==> src/rtl/mips_uart_mmio.sv <==
// Memory-mapped UART for the MIPS150 CPU.
// TX/RX FIFOs, sticky error flags and an RX-ready interrupt.
module mips_uart_mmio #(
  parameter int CLOCK_FREQ = 50_000_000,
  parameter int BAUD_RATE  = 115_200,
  parameter int FIFO_DEPTH = 8
) (
  input  logic        clk,
  input  logic        rst,
  input  logic [3:0]  addr,
  input  logic        wr_en,
  input  logic        rd_en,
  input  logic [31:0] wdata,
  output logic [31:0] rdata,
  input  logic        serial_in,
  output logic        serial_out,
  output logic        rx_irq
);
  localparam int BIT_TIME = CLOCK_FREQ / BAUD_RATE;
  localparam int TW = $clog2(BIT_TIME + 1);
  localparam int AW = $clog2(FIFO_DEPTH);
  localparam int CW = AW + 1;
  localparam logic [TW-1:0] T_END = TW'(BIT_TIME - 1);
  localparam logic [TW-1:0] T_MID = TW'(BIT_TIME / 2 - 1);

  typedef enum logic [1:0] {IDLE, START, DATA, STOP} ser_t;

  logic [1:0] sel;
  logic sel_st, sel_rx, sel_er;
  logic tx_req, tx_push, tx_pop, tx_full, tx_empty;
  logic rx_push, rx_pop, rx_full, rx_empty;
  logic [7:0] tx_head, rx_head;
  logic [2:0] err;
  logic set_ovr, set_frm, err_wr;
  logic unused_bits;

  assign sel    = addr[3:2];
  assign sel_st = sel == 2'd0;
  assign sel_rx = sel == 2'd1;
  assign sel_er = sel == 2'd3;
  assign err_wr = wr_en && sel_er;
  assign tx_req = wr_en && sel == 2'd2;
  assign tx_push = tx_req && (!tx_full || tx_pop);
  assign rx_pop = rd_en && sel_rx && !rx_empty;
  assign unused_bits = ^{addr[1:0], wdata[31:8]};

  // TX FIFO
  logic [7:0] tx_mem [FIFO_DEPTH];
  logic [AW-1:0] tx_wp, tx_rp;
  logic [CW-1:0] tx_cnt;
  assign tx_empty = tx_cnt == '0;
  assign tx_full  = tx_cnt == CW'(FIFO_DEPTH);
  assign tx_head  = tx_mem[tx_rp];

  always_ff @(posedge clk) begin
    if (!rst) begin
      tx_wp  <= '0;
      tx_rp  <= '0;
      tx_cnt <= '0;
    end else begin
      if (tx_push) tx_wp <= tx_wp + AW'(1);
      if (tx_pop) tx_rp <= tx_rp + AW'(1);
      tx_cnt <= tx_cnt + CW'(tx_push) - CW'(tx_pop);
    end
  end

  always_ff @(posedge clk)
    if (tx_push) tx_mem[tx_wp] <= wdata[7:0];

  // RX FIFO
  logic [7:0] rx_mem [FIFO_DEPTH];
  logic [AW-1:0] rx_wp, rx_rp;
  logic [CW-1:0] rx_cnt, rx_cnt_n;
  logic [7:0] rx_sh, rx_sh_n;
  assign rx_empty = rx_cnt == '0;
  assign rx_full  = rx_cnt == CW'(FIFO_DEPTH);
  assign rx_head  = rx_mem[rx_rp];
  assign rx_cnt_n = rx_cnt + CW'(rx_push) - CW'(rx_pop);

  always_ff @(posedge clk) begin
    if (!rst) begin
      rx_wp  <= '0;
      rx_rp  <= '0;
      rx_cnt <= '0;
      rx_irq <= 1'b0;
    end else begin
      if (rx_push) rx_wp <= rx_wp + AW'(1);
      if (rx_pop) rx_rp <= rx_rp + AW'(1);
      rx_cnt <= rx_cnt_n;
      rx_irq <= rx_cnt_n != '0;
    end
  end

  always_ff @(posedge clk)
    if (rx_push) rx_mem[rx_wp] <= rx_sh;

  // TX FSM
  ser_t tx_st, tx_nst;
  logic [TW-1:0] tx_tmr, tx_tmr_n;
  logic [2:0] tx_bit, tx_bit_n;
  logic [7:0] tx_sh, tx_sh_n;
  logic tx_out_n;

  always_ff @(posedge clk) begin
    if (!rst) begin
      tx_st      <= IDLE;
      tx_tmr     <= '0;
      tx_bit     <= '0;
      tx_sh      <= '0;
      serial_out <= 1'b1;
    end else begin
      tx_st      <= tx_nst;
      tx_tmr     <= tx_tmr_n;
      tx_bit     <= tx_bit_n;
      tx_sh      <= tx_sh_n;
      serial_out <= tx_out_n;
    end
  end

  always_comb begin
    tx_nst   = tx_st;
    tx_tmr_n = tx_tmr + TW'(1);
    tx_bit_n = tx_bit;
    tx_sh_n  = tx_sh;
    tx_pop   = 1'b0;
    unique case (tx_st)
      IDLE: begin
        tx_tmr_n = '0;
        if (!tx_empty) begin
          tx_pop   = 1'b1;
          tx_sh_n  = tx_head;
          tx_bit_n = '0;
          tx_nst   = START;
        end
      end
      START: if (tx_tmr == T_END) begin
        tx_tmr_n = '0;
        tx_nst   = DATA;
      end
      DATA: if (tx_tmr == T_END) begin
        tx_tmr_n = '0;
        tx_sh_n  = {1'b0, tx_sh[7:1]};
        tx_bit_n = tx_bit + 3'd1;
        if (tx_bit == 3'd7) tx_nst = STOP;
      end
      STOP: if (tx_tmr == T_END) begin
        tx_tmr_n = '0;
        tx_nst   = IDLE;
      end
      default: tx_nst = IDLE;
    endcase
    // Pin is registered off the next state so it never glitches.
    tx_out_n = 1'b1;
    if (tx_nst == START) tx_out_n = 1'b0;
    if (tx_nst == DATA) tx_out_n = tx_sh_n[0];
  end

  // RX synchroniser and FSM
  logic rx_s1, rx_s2, rx_prev;
  ser_t rx_st, rx_nst;
  logic [TW-1:0] rx_tmr, rx_tmr_n;
  logic [2:0] rx_bit, rx_bit_n;

  always_ff @(posedge clk) begin
    if (!rst) begin
      rx_s1   <= 1'b1;
      rx_s2   <= 1'b1;
      rx_prev <= 1'b1;
      rx_st   <= IDLE;
      rx_tmr  <= '0;
      rx_bit  <= '0;
      rx_sh   <= '0;
    end else begin
      rx_s1   <= serial_in;
      rx_s2   <= rx_s1;
      rx_prev <= rx_s2;
      rx_st   <= rx_nst;
      rx_tmr  <= rx_tmr_n;
      rx_bit  <= rx_bit_n;
      rx_sh   <= rx_sh_n;
    end
  end

  always_comb begin
    rx_nst   = rx_st;
    rx_tmr_n = rx_tmr + TW'(1);
    rx_bit_n = rx_bit;
    rx_sh_n  = rx_sh;
    rx_push  = 1'b0;
    set_ovr  = 1'b0;
    set_frm  = 1'b0;
    unique case (rx_st)
      IDLE: begin
        rx_tmr_n = '0;
        if (rx_prev && !rx_s2) rx_nst = START;
      end
      START: if (rx_tmr == T_MID) begin
        rx_tmr_n = '0;
        rx_bit_n = '0;
        rx_nst   = rx_s2 ? IDLE : DATA;
      end
      DATA: if (rx_tmr == T_END) begin
        rx_tmr_n = '0;
        rx_sh_n  = {rx_s2, rx_sh[7:1]};
        rx_bit_n = rx_bit + 3'd1;
        if (rx_bit == 3'd7) rx_nst = STOP;
      end
      STOP: if (rx_tmr == T_END) begin
        rx_tmr_n = '0;
        rx_nst   = IDLE;
        if (!rx_s2) set_frm = 1'b1;
        else if (rx_full && !rx_pop) set_ovr = 1'b1;
        else rx_push = 1'b1;
      end
      default: rx_nst = IDLE;
    endcase
  end

  // Sticky flags: a set event wins over a same-cycle clear.
  always_ff @(posedge clk) begin
    if (!rst) err <= '0;
    else err <= (err & ~({3{err_wr}} & wdata[2:0]))
              | {tx_req && !tx_push, set_frm, set_ovr};
  end

  always_ff @(posedge clk) begin
    if (!rst) rdata <= '0;
    else if (rd_en) begin
      unique case (1'b1)
        sel_st: rdata <= {29'b0, tx_st != IDLE, !rx_empty, !tx_full};
        sel_rx: rdata <= {24'b0, rx_empty ? 8'h00 : rx_head};
        sel_er: rdata <= {29'b0, err};
        default: rdata <= '0;
      endcase
    end
  end
endmodule

==> config.mk <==
export PLATFORM = sky130hd
export DESIGN_NAME = mips_uart_mmio
export DESIGN_NICKNAME = d
export VERILOG_FILES = /design/src/rtl/mips_uart_mmio.sv
export SDC_FILE = /design/constraint.sdc
export NUM_CORES = 1
export LEC_CHECK = 0
export BUFFER_PORTS_ARGS = -buffer_cell sky130_fd_sc_hd__buf_2
export CAP_MARGIN = 20
export CELL_PAD_IN_SITES_DETAIL_PLACEMENT = 0
export CELL_PAD_IN_SITES_GLOBAL_PLACEMENT = 1
export CORE_MARGIN = 2
export CORE_UTILIZATION = 53
export CTS_CLUSTER_DIAMETER = 120
export DETAILED_ROUTE_END_ITERATION = 10
export PLACE_DENSITY_LB_ADDON = 0.1
export RECOVER_POWER = 100
export SYNTH_ARGS = -nofsm -noshare
export SYNTH_HDL_FRONTEND = slang
export SYNTH_SLANG_ARGS = --single-unit
==> constraint.sdc <==
create_clock -name clk -period 4.9 [get_ports clk]
set_input_delay 0.735 -clock clk [delete_from_list [all_inputs] [get_ports clk]]
set_output_delay 0.735 -clock clk [all_outputs]
set_load 0.01 [all_outputs]
==> summary.md, run 1 <==
| Metric | Value |
|---|---|
| Status | finished with violations |
| Failing checks | capacitance limit, slew limit |
| Final cell count without fillers | 926 |
| Post-Syn Area | 8910 um^2 |
| Routability cong. | 0.728 |
| Post-synthesis async set-or-reset flop share | 0% |
| Critical path data required time | 5.01 ns |
| Vias per cell | 5.39 |
| CTS tree | yes |
| HP Class | primary input to flip-flop |
| Pwr/cell area | 447 nW/um^2 |
| # nets final | 757 |
| Final ANT Viol Nets | 0 |
| Final instance area | 9860 um^2 |
| Post-cts resize count | 0 |
| Fill cells | 1344 |
| Post-Syn Area per Cell | 13.5 um^2 |
| Finish-stage setup viols | 0 |
| Max-slew violations | 36 |
| Register share of total power | 46.6% |
| Synth unique cells | 63 |
| CTS buffer count | 23 |
| CP arrival | 3.85 ns |
| Num Clock Sinks | 214 |
| #FFs+latches synth | 214 |
| Final WL | 16300 um |
| Leak | 3.38 nW |
| Vias in the first global route | 4974 |
| Core ar. | 16500 um^2 |
| 1st-pass router iterations | 4 |
| Switching share of power | 23.9% |
| I/O pin total | 75 |
| Clk_lat worst skew | 0.51 ns |
| Placement Cell Area | 9180 um^2 |
| Yosys warning count | 0 |
| Total of max-cap violations | 7 |
| Peak supply drop | 0.289 mV |
| Detail Placement HPWL | 10700 um |
| Worst-path maximum fanout | 8 |
| Initial antenna violation count | 0 |
| FMAX | 0.267 GHz |
| Wire per inst | 17.6 um |
| Die W | 134 um |
| Die Ht | 134 um |
| Clk pwr share | 40.5% |
| Max H-tree Level | 1 |
| Die area | 17900 um^2 |
| Grt total ovfl | 0 |
| Cells after Synth | 660 |
| Final Hold Slack | 0.409 ns |
| Internal power | 3.36 mW |
| Sequential element share of the synthesized area | 62.5% |
| CP Capture Type | flip-flop |
| Worst-path clk slew | 0.06 ns |
| Worst slew pin tran | 1.56 ns |
| Combinational Power Share | 12.9% |
| Placed cells | 884 |
| Remaining DRCs | 0 |
| Area grow syn2layout | 10.7% |
| Crit Path Class | flip-flop to flip-flop |
| Post-synth EDFFs | 128 |
| RSZ-0062 raised after global routing | false |
| Post-Route Utilization | 59.7% |
| Crit path launch type | flip-flop |
| Tmin final | 3.74 ns |
| CTS hold repair buffers | 0 |
| Routed vias | 4987 |
| Port Buffers | 24 |
| Antenna Cells | 0 |
| Site row count | 47 |
| Share of post-route cells with drive strength above 1 | 12.0% |
| First-iteration detailed-routing DRC count | 221 |
| Clk_skew | 0.0121 ns |
| Post-CTS Setup Repair Bufs | 0 |
| Rel. slew slack | -3.93% |
| Largest net degree at the start of global routing | 28 |
| Setup Total Neg Slack | 0 ns |
| Clock Tree Buf Depth | 3 |
| Total Routing Usage GR | 19.0% |
| Fin. Hold Viols | 0 |
| Post-synth top flop | edfxtp_1 |
| Final period utilization | 76.4% |
| Net Sw Power | 1.05 mW |
| Initial cell density of the core | 53.9% |
| First-pass GRT wire length | 26400 um |
| CTS Root Cell | clkbuf_16 |
[through the flow]
| stage | power [mW] | setup WS, ns |
|---|---|---|
| after global routing | 4.60 | 0.866 |
| after floorplan | 2.56 | 1.91 |
| after CTS | 4.48 | 1.62 |
| final | 4.41 | 1.16 |
| after detailed placement | 2.68 | 1.32 |
| after global placement | 2.67 | 1.36 |
[sequential cells by signal (all words and copies together) (netlist names), 4 cells and up, named ones only]
register / cells
rx_mem: 64
tx_tmr: 9
rx_cnt: 4
tx_sh: 8
rx_tmr: 9
rdata: 8
tx_mem: 64
rx_sh: 8
tx_cnt: 4
[kinds of logic after synthesis]
group,synth area share (%)
xor gates and xnor gates,2.56
muxes,11.3
other,0.0421
AOI/OAI and AO/OA,4.18
DFF,62.5
adders and majority gates,3.96
buffers and inverters,4.52
and+or+nand+nor,10.9
[area by class of cell]
class                      instances  area (um^2)  share of cell area [%]
inverter                          26         97.6                   0.990
tap                              220          275                    2.79
sequential                       214         5570                    56.4
clock buffer                      28          614                    6.23
timing repair buffer              32          134                    1.36
multi-input combinational        392         3000                    30.4
clock inverter                    14          179                    1.81
[synthesized netlist by cell type (4+ instances only)]
cell type | number | share of area (%)
mux2i_1 | 29 | 3.3
o21ai_0 | 4 | 0.22
nand2b_1 | 8 | 0.56
inv_1 | 25 | 1.1
nand2_1 | 34 | 1.4
nor2_1 | 90 | 3.8
buf_2 | 7 | 0.39
xnor2_1 | 15 | 1.5
nor3_1 | 8 | 0.45
dfxtp_1 | 86 | 19
buf_4 | 26 | 2.2
and2_1 | 4 | 0.28
edfxtp_1 | 128 | 43
mux4_2 | 31 | 7.8
ha_1 | 25 | 3.5
a21oi_1 | 17 | 0.95
xor2_1 | 11 | 1.1
a31oi_1 | 8 | 0.56
a221o_1 | 6 | 0.67
nand3_1 | 22 | 1.2
clkbuf_1 | 15 | 0.63
[worst paths after layout]
| path | slack [ns] | end | depth (start not counted) | from |
|---|---|---|---|---|
| max | 1.16 | tx_mem[2][5] | 6 | tx_cnt[2] |
| min | 0.41 | rx_s1 | 2 | serial_in |
| max reg2reg | 1.16 | tx_mem[2][5] | 6 | tx_cnt[2] |
| min reg2reg | 0.43 | rx_s2 | 1 | rx_s1 |
[power groups by stage]
stage | Sequential [mW] | Combinational (mW) | Clock, mW
2_1_floorplan | 2.05 | 0.508 | 0
3_3_place_gp | 2.09 | 0.576 | 0
3_5_place_dp | 2.09 | 0.592 | 0
4_1_cts | 2.05 | 0.599 | 1.83
5_1_grt | 2.07 | 0.638 | 1.90
6_report | 2.05 | 0.569 | 1.79
[layout by cell type (no fill, tap or decap), drive strengths merged, types with 3 or more instances in the layout]
cell	n
nand2	35
xor2	11
xnor2	15
and3	4
nand4	3
clkinv	7
nand2b	9
nor3	8
nor3b	6
nor4	3
nor2	91
mux4	31
a221o	6
and2	4
dfxtp	86
ha	25
a21oi	17
inv	28
clkbuf	53
o21ai	5
edfxtp	128
buf	7
or3	3
mux2i	29
bufinv	4
conb	24
nand3	22
a31oi	8
[critical path: stages, from the launching register on]
cell,delay [ns]
dfxtp_1,0.30
inv_1,0.06
ha_1,0.22
or3_1,0.35
a311oi_1,0.95
nand2b_2,0.17
nor3b_1,1.27
[per-layer routing]
metal	vias to the layer above	part of all wire, %	GRT usage, %
met5	-	0	0
met4	0	2.4	5.61
met3	29	2.6	2.97
met2	75	51	33.6
met1	2476	44	24.4
li1	2407	-	-
(Power assumes the default switching activity.)
==> run 2, diff against run 1 <==
Settings changed: CORE_UTILIZATION 53 to 44.
Clock period 4.9 ns to 3.4 ns, I/O delays scaled along.
==> run 2 against run 1 <==
Hold slack lost 0.21 ns. Final area up 1.4%. The run still ends with capacitance limit, slew limit left. Sequential share of layout area fell by 0.76 points. Via count is 1.6% higher. Critical path type unchanged. Final cell count up 7.1%.
==> summary.md, run 2 (same netlist as run 1, synthesis figures left out) <==
| Metric | Value |
|---|---|
| Remaining DRCs | 0 (unchanged) |
| Vias per cell | 5.11 (-5.2%) |
| Power Total | 6.30 mW (+43%) |
| Worst Path Buf+Inv | 2 (+1) |
| Antenna Cells | 0 (unchanged) |
| Num Clock Sinks | 214 (unchanged) |
| Setup Total Neg Slack | 0 ns (unchanged) |
| Tmin final | 3.12 ns (-0.624 ns) |
| First-iteration detailed-routing DRC count | 257 (+16%) |
| Grt total ovfl | 0 (unchanged) |
| Total Routing Usage GR | 16.3% (-2.7 points) |
| Post-cts resize count | 0 (unchanged) |
| Core ar. | 20000 um^2 (+21%) |
| Vias in the first global route | 5101 (+2.6%) |
| Leading cell types in the layout, fill and taps excluded | edfxtp_1, nor2_1, dfxtp_1, nand2_1, clkbuf_1 |
| # nets final | 773 (+2.1%) |
| 1st-pass router iterations | 5 (+1) |
| Internal reg-to-reg setup slack | 0.28 ns (-0.88 ns) |
| Max H-tree Level | 1 (unchanged) |
| Max-slew violations | 34 (-5.6%) |
| Final period utilization | 91.7% (+15 points) |
| FMAX | 0.321 GHz (+20%) |
| Leading cell type in the layout, fill and taps excluded | edfxtp_1 |
| Worst-path maximum fanout | 8 (unchanged) |
| Die area | 21400 um^2 (+20%) |
| Die Ht | 146 um (+9.5%) |
| CP arrival | 3.26 ns (-0.59 ns) |
| Final WL | 17100 um (+5.0%) |
| Initial cell density of the core | 44.5% (-9.5 points) |
| Register share of total power | 47.0% (+0.4 points) |
| Routed vias | 5067 (+1.6%) |
| CTS Root Cell | clkbuf_16 |
| Routability cong. | 0.736 (+1.1%) |
| CTS hold repair buffers | 0 (unchanged) |
| CTS buffer count | 24 (+4.3%) |
| Worst path cell trace | inv_1 > ha_1 > or3_1 > a311oi_1 > nand2_2 > nor2_1 > clkbuf_1 |
| Fill cells | 1782 (+33%) |
| Kind of cell adding the most delay to the critical path | compound AO/OA/AOI/OAI gates |
| Port Buffers | 24 (unchanged) |
| Clk_skew | 0.00697 ns (-0.00513 ns) |
| Failing checks | capacitance limit, slew limit |
| Placed cells | 949 (+7.4%) |
| Clk pwr share | 39.8% (-0.7 points) |
| Leak | 3.42 nW (+1.2%) |
| RSZ-0062 raised after global routing | false |
| Share of post-route cells with drive strength above 1 | 13.6% (+1.5 points) |
| Largest stage delay on the critical path | 0.99 ns (-0.28 ns) |
| Finish-stage setup viols | 0 (unchanged) |
| Critical path data required time | 3.54 ns (-1.47 ns) |
| CTS tree | yes |
| CP Capture Type | flip-flop |
| Initial antenna violation count | 0 (unchanged) |
| I/O pin total | 75 (unchanged) |
| Wire per inst | 17.3 um (-2.0%) |
| Net Sw Power | 1.54 mW (+46%) |
| Post-CTS Setup Repair Bufs | 0 (unchanged) |
| Site row count | 52 (+11%) |
| Area grow syn2layout | 12.2% |
| Crit path launch type | flip-flop |
| Die W | 146 um (+9.5%) |
| HP Class | primary input to flip-flop |
| Biggest regs | rx_mem x64, tx_mem x64 |
| Fin. Hold Viols | 0 (unchanged) |
| Crit Path Class | flip-flop to flip-flop |
| Max stage delay cell, worst path | a311oi_1 |
| Worst-path clk slew | 0.06 ns (about the same) |
| Status | finished with violations |
| Final ANT Viol Nets | 0 (unchanged) |
| Final cell count without fillers | 992 (+7.1%) |
| Detail Placement HPWL | 11200 um (+4.8%) |
| Total of max-cap violations | 1 (-6) |
| Worst slew pin tran | 1.68 ns (+0.126 ns) |
| Peak supply drop | 0.376 mV (+30%) |
| Rel. slew slack | -12.1% (-8.2 points) |
| Internal power | 4.76 mW (+42%) |
| Pwr/cell area | 630 nW/um^2 (+41%) |
| Switching share of power | 24.4% (+0.51 points) |
| Clk_lat worst skew | 0.51 ns (about the same) |
| Clock Tree Buf Depth | 3 (unchanged) |
| Combinational Power Share | 13.2% (+0.3 points) |
| Largest net degree at the start of global routing | 34 (+21%) |
| First-pass GRT wire length | 27400 um (+3.8%) |
| Post-Route Utilization | 49.9% (-9.8 points) |
-- run 2: changes by cell type in the layout (fill, tap and decap cells not counted), sizes merged --
cell      previous run  this run
bufinv               4         2
clkbuf              53        65
inv                 28        26
buf                  7        11
clkinv               7         9
clkinvlp             1         3
-- run 2: cell type report --
type | count | area [um^2] | share of cell area (%)
multi-input combinational | 392 | 3000 | 30.0
inverter | 26 | 97.6 | 0.976
timing repair buffer | 47 | 214 | 2.14
clock inverter | 14 | 134 | 1.34
sequential | 214 | 5570 | 55.7
tap | 270 | 338 | 3.38
clock buffer | 29 | 651 | 6.51
-- run 2: power groups by stage --
stage | registers [mW] | clock network [mW] | logic (mW)
final | 2.96 | 2.51 | 0.831
after global routing | 2.98 | 2.69 | 0.938
after CTS | 2.96 | 2.57 | 0.876
after detailed placement | 3.02 | 0 | 0.872
after global placement | 3.01 | 0 | 0.848
after floorplan | 2.96 | 0 | 0.733
-- run 2: worst paths after layout --
| check | end | from | cells after the start |
|---|---|---|---|
| setup reg to reg | tx_mem[7][2] | tx_cnt[2] | 7 |
| hold reg to reg | rx_s2 | rx_s1 | 1 |
| hold / removal | rx_s1 | serial_in | 2 |
| setup / recovery | tx_mem[7][2] | tx_cnt[2] | 7 |
-- run 2: through the flow --
stage | worst slack (ns) | area, um^2 | hold slack, ns
finish | 0.282 | 9990 | 0.196
detailed placement | 0.332 | 9330 | 0.397
floorplan | 0.515 | 9000 | 0.386
CTS | 0.314 | 10100 | 0.176
global placement | 0.378 | 9330 | 0.400
global route | 0.0946 | 9990 | 0.185
-- run 2: per-layer routing --
layer / part of all wire [%] / track usage, % / vias up / routed length (um)
li1: - / - / 2446 / -
met1: 45 / 21.0 / 2518 / 7640
met2: 50 / 28.7 / 76 / 8540
met3: 2.9 / 2.56 / 27 / 503
met4: 2.6 / 4.42 / 0 / 454
met5: 0 / 0 / - / 0
